File: config.mk
export PLATFORM = sky130hd
export DESIGN_NAME = cga_tty_writer
export DESIGN_NICKNAME = d
export VERILOG_FILES = /design/src/rtl/cga_pkg.sv /design/src/rtl/cga_tty_writer.sv
export SDC_FILE = /design/constraint.sdc
export NUM_CORES = 1
export LEC_CHECK = 0
export BUFFER_PORTS_ARGS = -buffer_cell sky130_fd_sc_hd__buf_2
export CORE_ASPECT_RATIO = 1.2
export CORE_MARGIN = 3
export CORE_UTILIZATION = 35
export CTS_CLUSTER_DIAMETER = 120
export CTS_CLUSTER_SIZE = 10
export DETAILED_ROUTE_END_ITERATION = 8
export GPL_TIMING_DRIVEN = 0
export SETUP_SLACK_MARGIN = 0.3
export SYNTH_ARGS = -nofsm -noshare
export SYNTH_HDL_FRONTEND = slang
export SYNTH_SLANG_ARGS = --single-unit
export TNS_END_PERCENT = 5
File: constraint.sdc
create_clock -name clock -period 4.7 [get_ports clock]
set_input_delay 0.235 -clock clock [delete_from_list [all_inputs] [get_ports clock]]
set_output_delay 0.235 -clock clock [all_outputs]
set_load 0.01 [all_outputs]
File: src/rtl/cga_pkg.sv
// Shared constants, control codes, state encoding and cell addressing for the
// CGA text buffer writer.
package cga_pkg;

    localparam int COLS         = 80;
    localparam int ROWS         = 25;
    localparam int ROW_BYTES    = 160;
    localparam int SCREEN_BYTES = 4000;

    localparam logic [7:0] BLANK_CHAR = 8'h20;

    localparam logic [7:0] CH_NUL = 8'h00;
    localparam logic [7:0] CH_BS  = 8'h08;
    localparam logic [7:0] CH_LF  = 8'h0A;
    localparam logic [7:0] CH_FF  = 8'h0C;
    localparam logic [7:0] CH_CR  = 8'h0D;

    localparam logic [6:0]  LAST_COL    = 7'(COLS - 1);
    localparam logic [4:0]  LAST_ROW    = 5'(ROWS - 1);
    localparam logic [12:0] LAST_ADDR   = 13'(SCREEN_BYTES - 1);
    localparam logic [12:0] ROW_STEP    = 13'(ROW_BYTES);
    localparam logic [12:0] FILL_BASE   = 13'(SCREEN_BYTES - ROW_BYTES);

    typedef enum logic [2:0] {
        ST_CLEAR,
        ST_IDLE,
        ST_WR_CHAR,
        ST_WR_ATTR,
        ST_SC_RD,
        ST_SC_WAIT,
        ST_SC_WR,
        ST_SC_FILL
    } cga_state_t;

    // Byte address of the character of cell (x,y): (y*80 + x) * 2, built from shifts.
    function automatic logic [12:0] cell_addr(input logic [6:0] x, input logic [4:0] y);
        logic [12:0] yw;
        logic [12:0] xw;
        yw = {8'd0, y};
        xw = {6'd0, x};
        return ((yw << 6) + (yw << 4) + xw) << 1;
    endfunction

    // Everything except the five interpreted control codes is drawn as a glyph.
    function automatic logic is_printable(input logic [7:0] d);
        return !(d == CH_NUL || d == CH_BS || d == CH_LF || d == CH_FF || d == CH_CR);
    endfunction

endpackage

File: src/rtl/cga_tty_writer.sv
// TTY front end for the CGA text memory: consumes a byte stream, moves the
// cursor, writes char/attr pairs, and runs the clear and scroll-up sequences
// through memory port B.
//
// Input handshake: a byte is taken on a clock edge where in_valid and in_ready
// are both high; in_ready is only ever high in IDLE, and in_valid is ignored
// otherwise. in_data/in_attr are captured at that edge and need not be held.
module cga_tty_writer
    import cga_pkg::*;
#(
    parameter logic [7:0] DEFAULT_ATTR = 8'h07,
    parameter int          RD_LATENCY   = 1
) (
    input  logic        clock,
    input  logic        rst,
    input  logic [7:0]  in_data,
    input  logic        in_valid,
    output logic        in_ready,
    input  logic [7:0]  in_attr,
    output logic [6:0]  cursor_x,
    output logic [4:0]  cursor_y,
    output logic        busy,
    output logic [12:0] mem_address,
    output logic [7:0]  mem_wdata,
    output logic        mem_we,
    input  logic [7:0]  mem_rdata,
    output cga_state_t  dbg_state
);

    localparam logic [1:0] WAIT_LAST = 2'(RD_LATENCY - 1);

    cga_state_t  state;
    logic [12:0] src;
    logic [1:0]  wait_cnt;
    logic [7:0]  attr_q;
    logic [12:0] clear_next;

    assign dbg_state = state;

    // The first CLEAR cycle has mem_we low, so the sweep always restarts at address 0.
    assign clear_next = mem_we ? (mem_address + 13'd1) : 13'd0;

    // Main sequencer: every output is registered and changes together with the state.
    always_ff @(posedge clock) begin
        if (rst) begin
            state       <= ST_CLEAR;
            cursor_x    <= 7'd0;
            cursor_y    <= 5'd0;
            in_ready    <= 1'b0;
            busy        <= 1'b1;
            mem_we      <= 1'b0;
            mem_address <= 13'd0;
            mem_wdata   <= BLANK_CHAR;
            src         <= ROW_STEP;
            wait_cnt    <= 2'd0;
            attr_q      <= DEFAULT_ATTR;
        end else begin
            case (state)
                ST_CLEAR: begin
                    if (mem_we && mem_address == LAST_ADDR) begin
                        mem_we   <= 1'b0;
                        busy     <= 1'b0;
                        in_ready <= 1'b1;
                        cursor_x <= 7'd0;
                        cursor_y <= 5'd0;
                        state    <= ST_IDLE;
                    end else begin
                        mem_we      <= 1'b1;
                        mem_address <= clear_next;
                        mem_wdata   <= clear_next[0] ? DEFAULT_ATTR : BLANK_CHAR;
                    end
                end

                ST_IDLE: begin
                    mem_we <= 1'b0;
                    if (!in_ready) begin
                        // One-cycle bubble after a control code.
                        in_ready <= 1'b1;
                    end else if (in_valid) begin
                        in_ready <= 1'b0;
                        if (is_printable(in_data)) begin
                            mem_we      <= 1'b1;
                            mem_address <= cell_addr(cursor_x, cursor_y);
                            mem_wdata   <= in_data;
                            attr_q      <= in_attr;
                            state       <= ST_WR_CHAR;
                        end else begin
                            case (in_data)
                                CH_BS: begin
                                    if (cursor_x != 7'd0) cursor_x <= cursor_x - 7'd1;
                                end
                                CH_CR: cursor_x <= 7'd0;
                                CH_LF: begin
                                    cursor_x <= 7'd0;
                                    if (cursor_y == LAST_ROW) begin
                                        busy        <= 1'b1;
                                        src         <= ROW_STEP;
                                        mem_address <= ROW_STEP;
                                        state       <= ST_SC_RD;
                                    end else begin
                                        cursor_y <= cursor_y + 5'd1;
                                    end
                                end
                                CH_FF: begin
                                    cursor_x <= 7'd0;
                                    cursor_y <= 5'd0;
                                    busy     <= 1'b1;
                                    state    <= ST_CLEAR;
                                end
                                default: ;
                            endcase
                        end
                    end
                end

                ST_WR_CHAR: begin
                    mem_address <= mem_address + 13'd1;
                    mem_wdata   <= attr_q;
                    state       <= ST_WR_ATTR;
                end

                ST_WR_ATTR: begin
                    mem_we <= 1'b0;
                    if (cursor_x == LAST_COL) begin
                        cursor_x <= 7'd0;
                        if (cursor_y == LAST_ROW) begin
                            busy        <= 1'b1;
                            src         <= ROW_STEP;
                            mem_address <= ROW_STEP;
                            state       <= ST_SC_RD;
                        end else begin
                            cursor_y <= cursor_y + 5'd1;
                            in_ready <= 1'b1;
                            state    <= ST_IDLE;
                        end
                    end else begin
                        cursor_x <= cursor_x + 7'd1;
                        in_ready <= 1'b1;
                        state    <= ST_IDLE;
                    end
                end

                ST_SC_RD: begin
                    wait_cnt <= 2'd0;
                    state    <= ST_SC_WAIT;
                end

                // The last wait cycle is the one where mem_rdata is valid; it is
                // captured straight into mem_wdata for the following write.
                ST_SC_WAIT: begin
                    if (wait_cnt == WAIT_LAST) begin
                        mem_we      <= 1'b1;
                        mem_address <= src - ROW_STEP;
                        mem_wdata   <= mem_rdata;
                        state       <= ST_SC_WR;
                    end else begin
                        wait_cnt <= wait_cnt + 2'd1;
                    end
                end

                ST_SC_WR: begin
                    if (src == LAST_ADDR) begin
                        mem_address <= FILL_BASE;
                        mem_wdata   <= BLANK_CHAR;
                        state       <= ST_SC_FILL;
                    end else begin
                        mem_we      <= 1'b0;
                        src         <= src + 13'd1;
                        mem_address <= src + 13'd1;
                        state       <= ST_SC_RD;
                    end
                end

                ST_SC_FILL: begin
                    if (mem_address == LAST_ADDR) begin
                        mem_we   <= 1'b0;
                        busy     <= 1'b0;
                        in_ready <= 1'b1;
                        cursor_x <= 7'd0;
                        cursor_y <= LAST_ROW;
                        state    <= ST_IDLE;
                    end else begin
                        mem_address <= mem_address + 13'd1;
                        mem_wdata   <= mem_address[0] ? BLANK_CHAR : DEFAULT_ATTR;
                    end
                end

                default: begin
                    mem_we   <= 1'b0;
                    busy     <= 1'b1;
                    in_ready <= 1'b0;
                    state    <= ST_CLEAR;
                end
            endcase
        end
    end

endmodule

Word-level counts from Yosys, hierarchy flattened
Index checks and enable logic that the tools add are counted.

Input bits: 27. Word-level logic and storage cells: 168. Output and inout port bits: 39. Flip-flop bits (word level): 62.

Reduce and logical (&&, ||, !) cells: 26. Equal/unequal tests: 36. Add/sub/neg operators: 9. Bitwise operators: 1. Multiplexer cells: 85.

Operators with widths (number): $mux 13 (18); $pmux 13 s7 (1); $mux 8 (7); $mux 7 (7); $pmux 8 s6 (1); $pmux 13 s3 (1); $mux 5 (7); $eq 8x4->1 const B (4); $reduce_and 8->1 (4); $ne 2x2->1 const B (14); $pmux 7 s4 (1); $mux 3 (9); $add 13x1->13 const B (2); $eq 13x12->1 const B (2); $pmux 3 s8 (1); $pmux 5 s4 (1); $mux 1 (19); $ne 3x3->1 const B (5); $pmux 7 s2 (1); $reduce_and 7->1 (2); $reduce_bool 7->1 (2); $sub 13x8->13 const B (1); $add 11x9->12 (1); $add 12x7->12 (1); other kinds (31) (45).

Logic depth before layout (Yosys ltp)
Gate-level depths: netlist of the first run.

Word-level depth: 9. Mapped depth: 10. Gate-level depth less buffers: 10.

Worst setup path after synthesis of the first run
Ideal clock, no wire load.

Path type: flip-flop to flip-flop. Start point: register cursor_x[6]. End point: register mem_address[9]. Buffers on the path: 0. Path slack: 2.140 ns. Required time: 4.565 ns. Arrival time: 2.424 ns. Period minus slack after synthesis: 2.560 ns. Cell stages (with the launch flop): 11. Path through: dfxtp_1 inv_1 fa_1 inv_1 ha_1 a21o_1 a21oi_1 xor2_1 o21ai_0 o41ai_1 a221oi_1.

Word-level cells in the longest chain between the ends: 5. Elaborated cells on any way between the ends: 8.

RTL lines: from (decl) (line cga_tty_writer.sv:20) `output logic [6:0] cursor_x,`; from (signal assigned) (line cga_tty_writer.sv:90) `if (cursor_x != 7'd0) cursor_x <= cursor_x - 7'd1;`; from (signal assigned) (line cga_tty_writer.sv:137) `cursor_x <= cursor_x + 7'd1;`; $add 12x7->12 (line cga_pkg.sv:41) `return ((yw << 6) + (yw << 4) + xw) << 1;`; $mux 13 (line cga_tty_writer.sv:81) `if (is_printable(in_data)) begin`; $mux 13 (line cga_tty_writer.sv:79) `end else if (in_valid) begin`; $mux 13 (line cga_tty_writer.sv:76) `if (!in_ready) begin`; $pmux 13 s7 (line cga_tty_writer.sv:58) `case (state)`; to (signal assigned) (line cga_tty_writer.sv:69) `mem_address <= clear_next;`; to (signal assigned) (line cga_tty_writer.sv:83) `mem_address <= cell_addr(cursor_x, cursor_y);`; to (signal assigned) (line cga_tty_writer.sv:117) `mem_address <= mem_address + 13'd1;`; to (decl) (line cga_tty_writer.sv:23) `output logic [12:0] mem_address,`.

Several ways; a longest one is shown, not always the timed one. The select of a mux whose other input is x is not followed. A chain may end at the register's enable or synchronous reset.

Worst setup path in the final report of the first run
Start point: register cursor_y[0]. End point: register mem_address[9].

Word-level cells in the longest chain between the ends: 7. Elaborated cells on any way between the ends: 10.

RTL lines: from (decl) (line cga_tty_writer.sv:21) `output logic [4:0] cursor_y,`; from (signal assigned) (line cga_tty_writer.sv:101) `cursor_y <= cursor_y + 5'd1;`; from (signal assigned) (line cga_tty_writer.sv:132) `cursor_y <= cursor_y + 5'd1;`; parallel branches: the longest is 6 deep, another holds $add 11x9->12; $pmux 13 s7 * (line cga_tty_writer.sv:58).

Mark *: on every way between the ends. The select of a mux whose other input is x is not followed.

==> results of run 1 <==
[through the flow]
step / setup slack (ns) / instances / util, %
final: 1.78 / 898 / 42.3
after global routing: 1.54 / 898 / 42.3
after CTS: 1.79 / 898 / 42.3
after detailed placement: 1.81 / 882 / 40.0
after global placement: 1.85 / 882 / 40.0
after floorplan: 2.14 / 651 / -
[state kept, by name (all words and copies together), names as in the netlist]
register	cells
busy	1
src	13
mem_we	1
dbg_state	3
cursor_x	7
in_ready	1
mem_wdata	8
wait_cnt	2
mem_address	13
cursor_y	5
attr_q	8
[worst max path at each step]
stage	from	slack [ns]	to	cells past startpoint
2_1_floorplan	cursor_x[6]	2.14	mem_address[9]	10
6_report	cursor_y[0]	1.78	mem_address[9]	10
5_1_grt	cursor_y[0]	1.54	mem_address[9]	10
4_1_cts	cursor_y[0]	1.79	mem_address[9]	10
3_3_place_gp	cursor_y[0]	1.85	mem_address[9]	10
3_5_place_dp	cursor_y[0]	1.81	mem_address[9]	10
[cell families (layout without fill, tap and decap cells)]
group,Yosys count,after routing,share of synthesized area (%)
buffers and inverters,67,146,5.66
xor gates and xnor gates,29,29,5.30
muxes,20,20,4.28
DFF,62,62,25.9
and+or+nand+nor,257,257,25.9
AOI/OAI and AO/OA,195,195,27.1
adders and majority gates,21,21,5.79
[per-layer routing]
metal  track usage, %  up-vias  wire [um]
li1                 -     2555          -
met1             29.6     2536       7390
met2             36.5      307       8060
met3             3.52       41       1530
met4             10.9        0        658
met5                0        -          0
[placed cells by master, fill, tap and decap left out, types with 10 or more instances in the layout]
cell,count
sky130_fd_sc_hd__a21oi_1,53
sky130_fd_sc_hd__buf_2,73
sky130_fd_sc_hd__clkbuf_1,31
sky130_fd_sc_hd__dfxtp_1,62
sky130_fd_sc_hd__ha_1,19
sky130_fd_sc_hd__inv_1,23
sky130_fd_sc_hd__mux2i_1,16
sky130_fd_sc_hd__nand2_1,65
sky130_fd_sc_hd__nand3_1,27
sky130_fd_sc_hd__nor2_1,76
sky130_fd_sc_hd__nor2b_1,10
sky130_fd_sc_hd__nor3_1,23
sky130_fd_sc_hd__o21ai_0,39
sky130_fd_sc_hd__o22ai_1,11
sky130_fd_sc_hd__xnor2_1,18
sky130_fd_sc_hd__xor2_1,11
[area by class of cell]
| cell class | count | share of cell area, % |
|---|---|---|
| multi-input cells | 522 | 58.4 |
| flip-flops and latches | 62 | 22.1 |
| repair buffers | 63 | 5.61 |
| clock buffers | 9 | 4.01 |
| well taps | 168 | 3.74 |
| plain buffers | 44 | 3.30 |
| inverters | 23 | 1.54 |
| clock inverters | 7 | 1.31 |
[power breakdown]
part | switching [mW] | total (mW) | internal [mW]
logic | 0.0453 | 0.0697 | 0.0244
clock network | 0.265 | 0.677 | 0.412
registers | 0.00335 | 0.532 | 0.529
total | 0.314 | 1.28 | 0.965
[critical path, cell delays in order, from the launching register on]
cell and delay (ns):
sky130_fd_sc_hd__dfxtp_1 0.48, sky130_fd_sc_hd__inv_1 0.14, sky130_fd_sc_hd__fa_1 0.57, sky130_fd_sc_hd__inv_1 0.06, sky130_fd_sc_hd__ha_1 0.29, sky130_fd_sc_hd__a21o_1 0.16
sky130_fd_sc_hd__a21oi_1 0.22, sky130_fd_sc_hd__xor2_1 0.23, sky130_fd_sc_hd__o21ai_0 0.15, sky130_fd_sc_hd__o41ai_1 0.35, sky130_fd_sc_hd__a221oi_1 0.13
==> out/summary.txt, run 1 <==
number of vias in the routed layout -> 5439
largest area contributor in the netlist -> sky130_fd_sc_hd__dfxtp_1
Die H -> 134 um
Area contributors post-synth -> sky130_fd_sc_hd__dfxtp_1, sky130_fd_sc_hd__nor2_1, sky130_fd_sc_hd__a21oi_1, sky130_fd_sc_hd__nand2_1, sky130_fd_sc_hd__ha_1
largest vdd supply drop -> 0.000190 V
area grow syn2layout -> 17.2%
required arrival time at the worst endpoint -> 4.90 ns
relative slew slack -> 43.9%
max-slew violation count -> 0
count of yosys warnings during synthesis -> 0
cell count after synthesis -> 651
startpoint of the most critical register-to-register path -> cursor_y[0]
number of violations reported at the end of detailed-routing iteration 0 -> 630
average instance area after synthesis -> 7.36 um2
worst setup skew after layout -> 0.00731 ns
most common cell in the synthesized netlist -> sky130_fd_sc_hd__nor2_1
number of optimization iterations in the first detailed-route pass -> 6
maximum number of pins on one net before global-route repair -> 13
Worst-Margin Slew -> 0.840 ns
die width -> 113 um
Synthesized Nets -> 699
Min Clock Period, post-route -> 2.92 ns
setup TNS -> 0 ns
area post-placement -> 0.00532 mm2
total detailed-routing wirelength -> 17600 um
cell area after layout -> 0.00562 mm2
TritonCTS clock tree -> built
Multi-input gate area -> 0.00328 mm2
total number of nets in the final design -> 773
placer's final routability congestion estimate -> 0.942
RSZ-0062 raised after global routing -> no
sum of internal, switching and leakage power -> 1.28 mW
Clock Sink Count -> 62
depth of the most critical reg-to-reg path -> 10
areal power density over the cells -> 228 mW/mm2
Hold Crit Start -> in_attr[0]
setup repair bufs after CTS -> 0
CP Launch Type -> flip-flop
synthesized cell area -> 0.00479 mm2
endpoint with the worst hold slack -> attr_q[0]
hold violation total from the final report -> 0
number of flip-flops and latches in the synthesized netlist -> 62
clock transition at the registers of the reported paths -> 0.06 ns
FF+latch area -> 0.00124 mm2
Antenna Violating Nets Remaining -> 0
Critical Path End Type -> flip-flop
area share of the largest cell type after synthesis -> 25.9%
Clock H-tree levels -> 3
number of instances resized during post-cts repair -> 0
share of flip-flops with an asynchronous set or reset -> 0%
max_cap viols -> 0
endpoint of the lowest-slack register-to-register path -> mem_address[9]
highest clock frequency the design can meet -> 0.342 GHz
starting density of the core -> 36.1%
number of port buffers -> 63
remaining design rule violation count -> 0
setup violation total in the final timing report -> 0
cell at the root of the clock tree -> sky130_fd_sc_hd__clkbuf_16
IO Count -> 66
post-detailed-route via-to-cell ratio -> 6.06
Netlist cell types -> 70
CTS Buf Count -> 9
worst min-delay path class -> in2reg
worst hold path stage count -> 3
part of the cycle the worst path needs -> 62.2%
dpl hpwl -> 13300 um
full die area -> 0.0151 mm2
fill cell count -> 1390
tightest hold margin -> 0.114 ns
leakage power -> 2.08 nW
number of global-route vias before repair -> 4934
sequential cell area fraction in the yosys report -> 25.9%
initial antenna violation count -> 0
result of the run -> finished clean
share of final-layout standard cells stronger than drive strength 1 -> 14.2%
leading post-synthesis cells by instance count -> sky130_fd_sc_hd__nor2_1, sky130_fd_sc_hd__nand2_1, sky130_fd_sc_hd__dfxtp_1, sky130_fd_sc_hd__a21oi_1, sky130_fd_sc_hd__o21ai_0
total grt overflow -> 0
clock insertion delay at the later pin of the skew report -> 0.34 ns
global router's overall resource usage -> 22.7%
row count -> 46
number of buffers added to fix hold violations after cts -> 0
Antenna Cells -> 0
Post-synth EDFFs -> 0
Core Region -> 0.0133 mm2
prevailing post-synth register cell -> sky130_fd_sc_hd__dfxtp_1
register-to-register path setup slack -> 1.78 ns
wire per inst -> 19.6 um
Arr. time, crit path -> 3.12 ns
maximum buffer depth of the clock tree -> 2
start-to-end type of the worst setup path -> reg2reg
wire length of the first global-routing pass -> 27100 um
largest driver fanout on the critical path -> 7
No activity file was read; power rests on OpenSTA's default activity.
==> run 2, diff against run 1 <==
ABC_AREA = 1   (was not set)
clock period = 2.95 ns   (was 4.7 ns; I/O delays follow)
==> out/summary.txt, run 2 <==
IO Count -> 66 (unchanged)
clock group share of total power -> 54.5% (+1.6 points)
placer's final routability congestion estimate -> 0.960 (+1.9%)
max_cap viols -> 0 (unchanged)
share of flip-flops with an asynchronous set or reset -> 0% (unchanged)
cell at the root of the clock tree -> sky130_fd_sc_hd__clkbuf_16
Gate power share -> 4.7% (-0.7 points)
Core Region -> 0.0146 mm2 (+9.8%)
start-to-end type of the worst setup path -> reg2reg
result of the run -> finished clean
setup TNS -> 0 ns (unchanged)
most common cell in the synthesized netlist -> sky130_fd_sc_hd__nand2_1
Netlist cell types -> 37 (-47%)
smallest setup slack after layout -> 0.356 ns (-1.42 ns)
Min Clock Period, post-route -> 2.59 ns (-0.329 ns)
worst setup skew after layout -> 0.00915 ns (+0.00185 ns)
synthesized cell area -> 0.00528 mm2 (+10%)
Clock H-tree levels -> 3 (unchanged)
number of violations reported at the end of detailed-routing iteration 0 -> 405 (-36%)
Synthesized Nets -> 983 (+41%)
CP Launch Type -> flip-flop
leading post-synthesis cells by instance count -> sky130_fd_sc_hd__nand2_1, sky130_fd_sc_hd__nor2_1, sky130_fd_sc_hd__inv_1, sky130_fd_sc_hd__nand3_1, sky130_fd_sc_hd__dfxtp_1
post-detailed-route via-to-cell ratio -> 5.13 (-15%)
areal power density over the cells -> 337 mW/mm2 (+48%)
CTS Buf Count -> 9 (unchanged)
maximum number of pins on one net before global-route repair -> 14 (+1)
Worst-Margin Slew -> 0.818 ns (-0.0218 ns)
number of global-route vias before repair -> 5651 (+15%)
prevailing post-synth register cell -> sky130_fd_sc_hd__dfxtp_1
largest vdd supply drop -> 0.000310 V (+63%)
Sw Pwr -> 0.539 mW (+72%)
total internal power -> 1.54 mW (+60%)
leakage power -> 3.06 nW (+47%)
worst hold path stage count -> 3 (unchanged)
dpl hpwl -> 14700 um (+10%)
row count -> 48 (+4.3%)
largest driver fanout on the critical path -> 10 (+3)
Area contributors post-synth -> sky130_fd_sc_hd__dfxtp_1, sky130_fd_sc_hd__nand2_1, sky130_fd_sc_hd__nor2_1, sky130_fd_sc_hd__nand3_1, sky130_fd_sc_hd__inv_1
startpoint of the most critical register-to-register path -> mem_address[0]
number of flip-flops and latches in the synthesized netlist -> 62 (unchanged)
cell count after synthesis -> 935 (+44%)
area share of the largest cell type after synthesis -> 23.5% (-2.4 points)
relative slew slack -> 45.2% (+1.4 points)
sequential cell area fraction in the yosys report -> 23.5% (-2.4 points)
clock insertion delay at the later pin of the skew report -> 0.35 ns (about the same)
largest area contributor in the netlist -> sky130_fd_sc_hd__dfxtp_1
highest clock frequency the design can meet -> 0.386 GHz (+13%)
number of vias in the routed layout -> 6241 (+15%)
area post-placement -> 0.00585 mm2 (+9.9%)
largest registers -> mem_address x13, src x13
depth of the most critical reg-to-reg path -> 13 (+3)
register-to-register path setup slack -> 0.36 ns (-1.42 ns)
TritonCTS clock tree -> built
tightest hold margin -> 0.0275 ns (-0.0865 ns)
number of port buffers -> 64 (+1.6%)
setup repair bufs after CTS -> 0 (unchanged)
endpoint with the worst hold slack -> attr_q[0]
share of power burned in registers -> 40.8% (-0.8 points)
fraction of power spent switching nets -> 25.9% (+1.3 points)
max-slew violation count -> 0 (unchanged)
Antenna Violating Nets Remaining -> 0 (unchanged)
share of final-layout standard cells stronger than drive strength 1 -> 11.0% (-3.2 points)
total number of nets in the final design -> 1060 (+37%)
full die area -> 0.0166 mm2 (+9.5%)
wire length of the first global-routing pass -> 29800 um (+10%)
most frequent cells in the layout -> sky130_fd_sc_hd__nand2_1, sky130_fd_sc_hd__nor2_1, sky130_fd_sc_hd__inv_1
number of optimization iterations in the first detailed-route pass -> 5 (-1)
remaining design rule violation count -> 0 (unchanged)
wire per inst -> 15.7 um (-20%)
area grow syn2layout -> 17.1% (about the same)
cell area after layout -> 0.00618 mm2 (+10%)
Arr. time, crit path -> 2.84 ns (-0.28 ns)
required arrival time at the worst endpoint -> 3.20 ns (-1.70 ns)
initial antenna violation count -> 0 (unchanged)
average instance area after synthesis -> 5.64 um2 (-23%)
Hold Crit Start -> in_attr[0]
worst min-delay path class -> in2reg
starting density of the core -> 36.1% (+0.092 points)
Antenna Cells -> 0 (unchanged)
setup violation total in the final timing report -> 0 (unchanged)
Clock Sink Count -> 62 (unchanged)
die width -> 118 um (+4.6%)
clock transition at the registers of the reported paths -> 0.06 ns (about the same)
leading cell type in the layout, fill and taps excluded -> sky130_fd_sc_hd__nand2_1
RSZ-0062 raised after global routing -> yes
Die H -> 140 um (+4.7%)
endpoint of the lowest-slack register-to-register path -> cursor_x[0]
maximum buffer depth of the clock tree -> 2 (unchanged)
fill cell count -> 1654 (+19%)
global router's overall resource usage -> 22.7% (about the same)
part of the cycle the worst path needs -> 87.9% (+26 points)
total detailed-routing wirelength -> 19100 um (+8.6%)
Post-synth EDFFs -> 0 (unchanged)
Critical Path End Type -> flip-flop
hold violation total from the final report -> 0 (unchanged)
worst slack, placed -> 0.352 ns (-1.46 ns)
total grt overflow -> 0 (unchanged)
count of yosys warnings during synthesis -> 0 (unchanged)
-- run 2: cell count changes in the layout (fill, tap and decap cells not counted), sizes merged, moves of 7 or more --
cell	delta
nand2	+223
nor2	+94
inv	+88
nand3	+70
mux2i	-16
a21oi	-15
clkbuf	-15
xnor2	-15
nor2b	-10
nand2b	-8
nor3	-8
a311oi	-7
nand4	+7
nor4	-7
-- run 2: power groups by stage --
stage | registers, mW | logic [mW] | clock network (mW)
2_1_floorplan | 0.868 | 0.0461 | 0
3_3_place_gp | 0.868 | 0.0948 | 0
6_report | 0.849 | 0.0982 | 1.13
4_1_cts | 0.849 | 0.0972 | 1.15
3_5_place_dp | 0.868 | 0.0948 | 0
5_1_grt | 0.849 | 0.109 | 1.19
-- run 2: logic make-up (layout without fill, tap and decap cells) --
family / count (synthesis) / in the layout / share of synthesized area (%)
simple gates: 592 / 592 / 46.7
fa+ha+maj: 21 / 21 / 5.27
flops: 62 / 62 / 23.5
compound gates: 105 / 105 / 11.3
buf+inv: 137 / 219 / 10.2
xor+xnor: 18 / 18 / 2.99
-- run 2: worst max-delay path by stage --
stage / end / slack, ns / cells past startpoint / start
3_5_place_dp: src[12] / 0.35 / 11 / src[0]
4_1_cts: src[12] / 0.34 / 11 / src[0]
3_3_place_gp: src[12] / 0.33 / 11 / src[0]
6_report: cursor_x[0] / 0.36 / 13 / mem_address[0]
5_1_grt: cursor_y[3] / 0.22 / 12 / mem_address[0]
2_1_floorplan: mem_address[10] / 0.65 / 11 / cursor_x[6]
-- run 2: layout make-up --
type                            count  area, um2  area share, %
Multi-Input combinational cell    736       3500           56.7
Sequential cell                    62       1240           20.1
Inverter                          110        413           6.68
Timing Repair Buffer               66        340           5.51
Tap cell                          200        250           4.05
Clock buffer                        9        225           3.65
Buffer                             27        128           2.07
Clock inverter                      7       80.1           1.30
-- run 2: worst max-delay path, stage by stage, from the launching register on --
cell and delay (ns):
sky130_fd_sc_hd__dfxtp_1 0.54, sky130_fd_sc_hd__ha_1 0.23, sky130_fd_sc_hd__nand2_1 0.10, sky130_fd_sc_hd__inv_1 0.10, sky130_fd_sc_hd__nand2_1 0.09, sky130_fd_sc_hd__nor2_1 0.18, sky130_fd_sc_hd__nand2_1 0.13, sky130_fd_sc_hd__nand2_1 0.15
sky130_fd_sc_hd__nand3_1 0.16, sky130_fd_sc_hd__nor2_1 0.35, sky130_fd_sc_hd__buf_2 0.29, sky130_fd_sc_hd__nand2_1 0.08, sky130_fd_sc_hd__nand2_1 0.06, sky130_fd_sc_hd__nor2_1 0.04
-- run 2: stage by stage --
step / power (mW) / utilization (%) / instances
after floorplan: 0.914 / - / 935
after global placement: 0.963 / 40.1 / 1199
after detailed placement: 0.962 / 40.1 / 1199
after CTS: 2.10 / 42.3 / 1217
after global routing: 2.15 / 42.3 / 1217
final: 2.08 / 42.3 / 1217
-- run 2: routing by layer --
metal	share of wire, %	track usage (%)
met1	43	27.8
met2	46	38.2
met4	4.2	10.4
met3	6.8	4.73
met5	0	0
-- run 2: timing repair --
| item | CTS | global route |
|---|---|---|
| hold endpoints to repair | 2 | 0 |
| gates resized for setup | 0 | 2 |
| hold buffers | 2 | 0 |
| setup endpoints to repair | 0 | 29 |
==> run 3, diff against run 2 <==
ABC_AREA = not set   (was 1)
CORE_UTILIZATION = 40   (was 35)
clock period = 2.96 ns   (was 2.95 ns; I/O delays follow)
==> out/summary.txt, run 3 (synthesis results as in run 1) <==
Antenna Violating Nets Remaining -> 0 (unchanged)
setup TNS -> 0 ns (unchanged)
maximum buffer depth of the clock tree -> 2 (unchanged)
Core Region -> 0.0116 mm2 (-20%)
result of the run -> finished clean
Critical Path End Type -> flip-flop
Min Clock Period, post-route -> 2.63 ns (+0.0390 ns)
post-detailed-route via-to-cell ratio -> 6.13 (+20%)
smallest setup slack after layout -> 0.327 ns (-0.0290 ns)
cell at the root of the clock tree -> sky130_fd_sc_hd__clkbuf_16
TritonCTS clock tree -> built
worst slack, placed -> 0.107 ns (-0.245 ns)
clock transition at the registers of the reported paths -> 0.06 ns (about the same)
number of vias in the routed layout -> 5461 (-12%)
sum of internal, switching and leakage power -> 2.04 mW (-2.1%)
global router's overall resource usage -> 26.5% (+3.8 points)
maximum number of pins on one net before global-route repair -> 13 (-1)
RSZ-0062 raised after global routing -> yes
wire length of the first global-routing pass -> 27600 um (-7.4%)
clock insertion delay at the later pin of the skew report -> 0.34 ns (about the same)
max_cap viols -> 0 (unchanged)
number of global-route vias before repair -> 5008 (-11%)
Antenna Cells -> 0 (unchanged)
areal power density over the cells -> 357 mW/mm2 (+5.9%)
die width -> 106 um (-10%)
worst min-delay path class -> in2reg
row count -> 43 (-10%)
placer's final routability congestion estimate -> 0.964 (+0.46%)
Clock Sink Count -> 62 (unchanged)
wire per inst -> 20.0 um (+27%)
area grow syn2layout -> 19.1%
leading cell type in the layout, fill and taps excluded -> sky130_fd_sc_hd__nor2_1
IO Count -> 66 (unchanged)
number of buffers added to fix hold violations after cts -> 0 (-2)
Arr. time, crit path -> 2.90 ns (+0.06 ns)
Worst-Margin Slew -> 0.822 ns (+0.00400 ns)
FF+latch area -> 0.00125 mm2 (+1.0%)
initial antenna violation count -> 0 (unchanged)
number of optimization iterations in the first detailed-route pass -> 6 (+1)
largest driver fanout on the critical path -> 10 (unchanged)
relative slew slack -> 45.1% (-0.18 points)
required arrival time at the worst endpoint -> 3.22 ns (+0.02 ns)
fill cell count -> 1234 (-25%)
total detailed-routing wirelength -> 17800 um (-6.9%)
largest registers -> mem_address x13, src x13
worst setup skew after layout -> 0.00618 ns (-0.00297 ns)
remaining design rule violation count -> 0 (unchanged)
final core utilization -> 49.1% (+6.8 points)
hold violation total from the final report -> 0 (unchanged)
full die area -> 0.0133 mm2 (-20%)
largest vdd supply drop -> 0.000219 V (-29%)
placed cell count -> 871 (-27%)
leakage power -> 2.14 nW (-30%)
Die H -> 126 um (-10%)
CTS Buf Count -> 9 (unchanged)
tightest hold margin -> 0.0240 ns (-0.00359 ns)
highest clock frequency the design can meet -> 0.380 GHz (-1.5%)
Clock H-tree levels -> 3 (unchanged)
start-to-end type of the worst setup path -> reg2reg
non-filler instance count after layout -> 891 (-27%)
area post-placement -> 0.00531 mm2 (-9.2%)
max-slew violation count -> 0 (unchanged)
number of violations reported at the end of detailed-routing iteration 0 -> 569 (+40%)
CP Launch Type -> flip-flop
dpl hpwl -> 13200 um (-10%)
most frequent cells in the layout -> sky130_fd_sc_hd__nor2_1, sky130_fd_sc_hd__buf_2, sky130_fd_sc_hd__nand2_1
share of final-layout standard cells stronger than drive strength 1 -> 16.9% (+5.9 points)
cell area after layout -> 0.00571 mm2 (-7.6%)
part of the cycle the worst path needs -> 88.9% (+1.0 points)
total number of nets in the final design -> 777 (-27%)
number of port buffers -> 63 (-1.6%)
starting density of the core -> 41.2% (+5.1 points)
total grt overflow -> 0 (unchanged)
setup violation total in the final timing report -> 0 (unchanged)
Multi-input gate area -> 0.00334 mm2 (-4.6%)
## run 3: layout make-up
| cell class | count | area share (%) |
|---|---|---|
| Buffer | 44 | 3.31 |
| Clock buffer | 9 | 3.94 |
| Clock inverter | 7 | 1.29 |
| Inverter | 23 | 1.51 |
| Multi-Input combinational cell | 522 | 58.5 |
| Sequential cell | 62 | 22.0 |
| Tap cell | 157 | 3.44 |
| Timing Repair Buffer | 67 | 6.05 |
## run 3: worst max-delay path, stage by stage (launching register included)
cell and delay, ns:
sky130_fd_sc_hd__dfxtp_1 0.50, sky130_fd_sc_hd__clkbuf_1 0.40, sky130_fd_sc_hd__nand3_1 0.27, sky130_fd_sc_hd__clkbuf_2 0.28, sky130_fd_sc_hd__nor2_1 0.51, sky130_fd_sc_hd__nand2_1 0.21, sky130_fd_sc_hd__a31o_2 0.25, sky130_fd_sc_hd__a21oi_1 0.13
## run 3: metal layers
| layer | GRT usage, % | share of wire, % | up-vias |
|---|---|---|---|
| li1 | - | - | 2554 |
| met1 | 35.4 | 43 | 2586 |
| met2 | 41.6 | 46 | 272 |
| met3 | 4.36 | 7.1 | 49 |
| met4 | 12.5 | 3.9 | 0 |
| met5 | 0 | 0 | - |
## run 3: path summary, 6_finish.rpt
| kind | from | to | slack, ns | cells after the start |
|---|---|---|---|---|
| worst max-delay path | dbg_state[1] | mem_address[1] | 0.33 | 7 |
| worst min-delay path | in_attr[0] | attr_q[0] | 0.02 | 3 |
| worst max register to register | dbg_state[1] | mem_address[1] | 0.33 | 7 |
| worst min register to register | attr_q[1] | attr_q[1] | 0.48 | 2 |
## run 3: repair_timing
| item | 4_1_cts | 5_1_grt |
|---|---|---|
| setup buffers | 0 | 4 |
| resized for setup | 6 | 18 |
| hold endpoints to repair | 0 | 0 |
| endpoints found under the setup margin | 21 | 46 |
| pin swaps | 2 | 6 |
## run 3: where the power goes
part / switching [mW] / internal (mW) / total (mW)
Combinational: 0.0729 / 0.0388 / 0.112
Clock: 0.429 / 0.654 / 1.08
Sequential: 0.00554 / 0.837 / 0.843
Total: 0.508 / 1.53 / 2.04
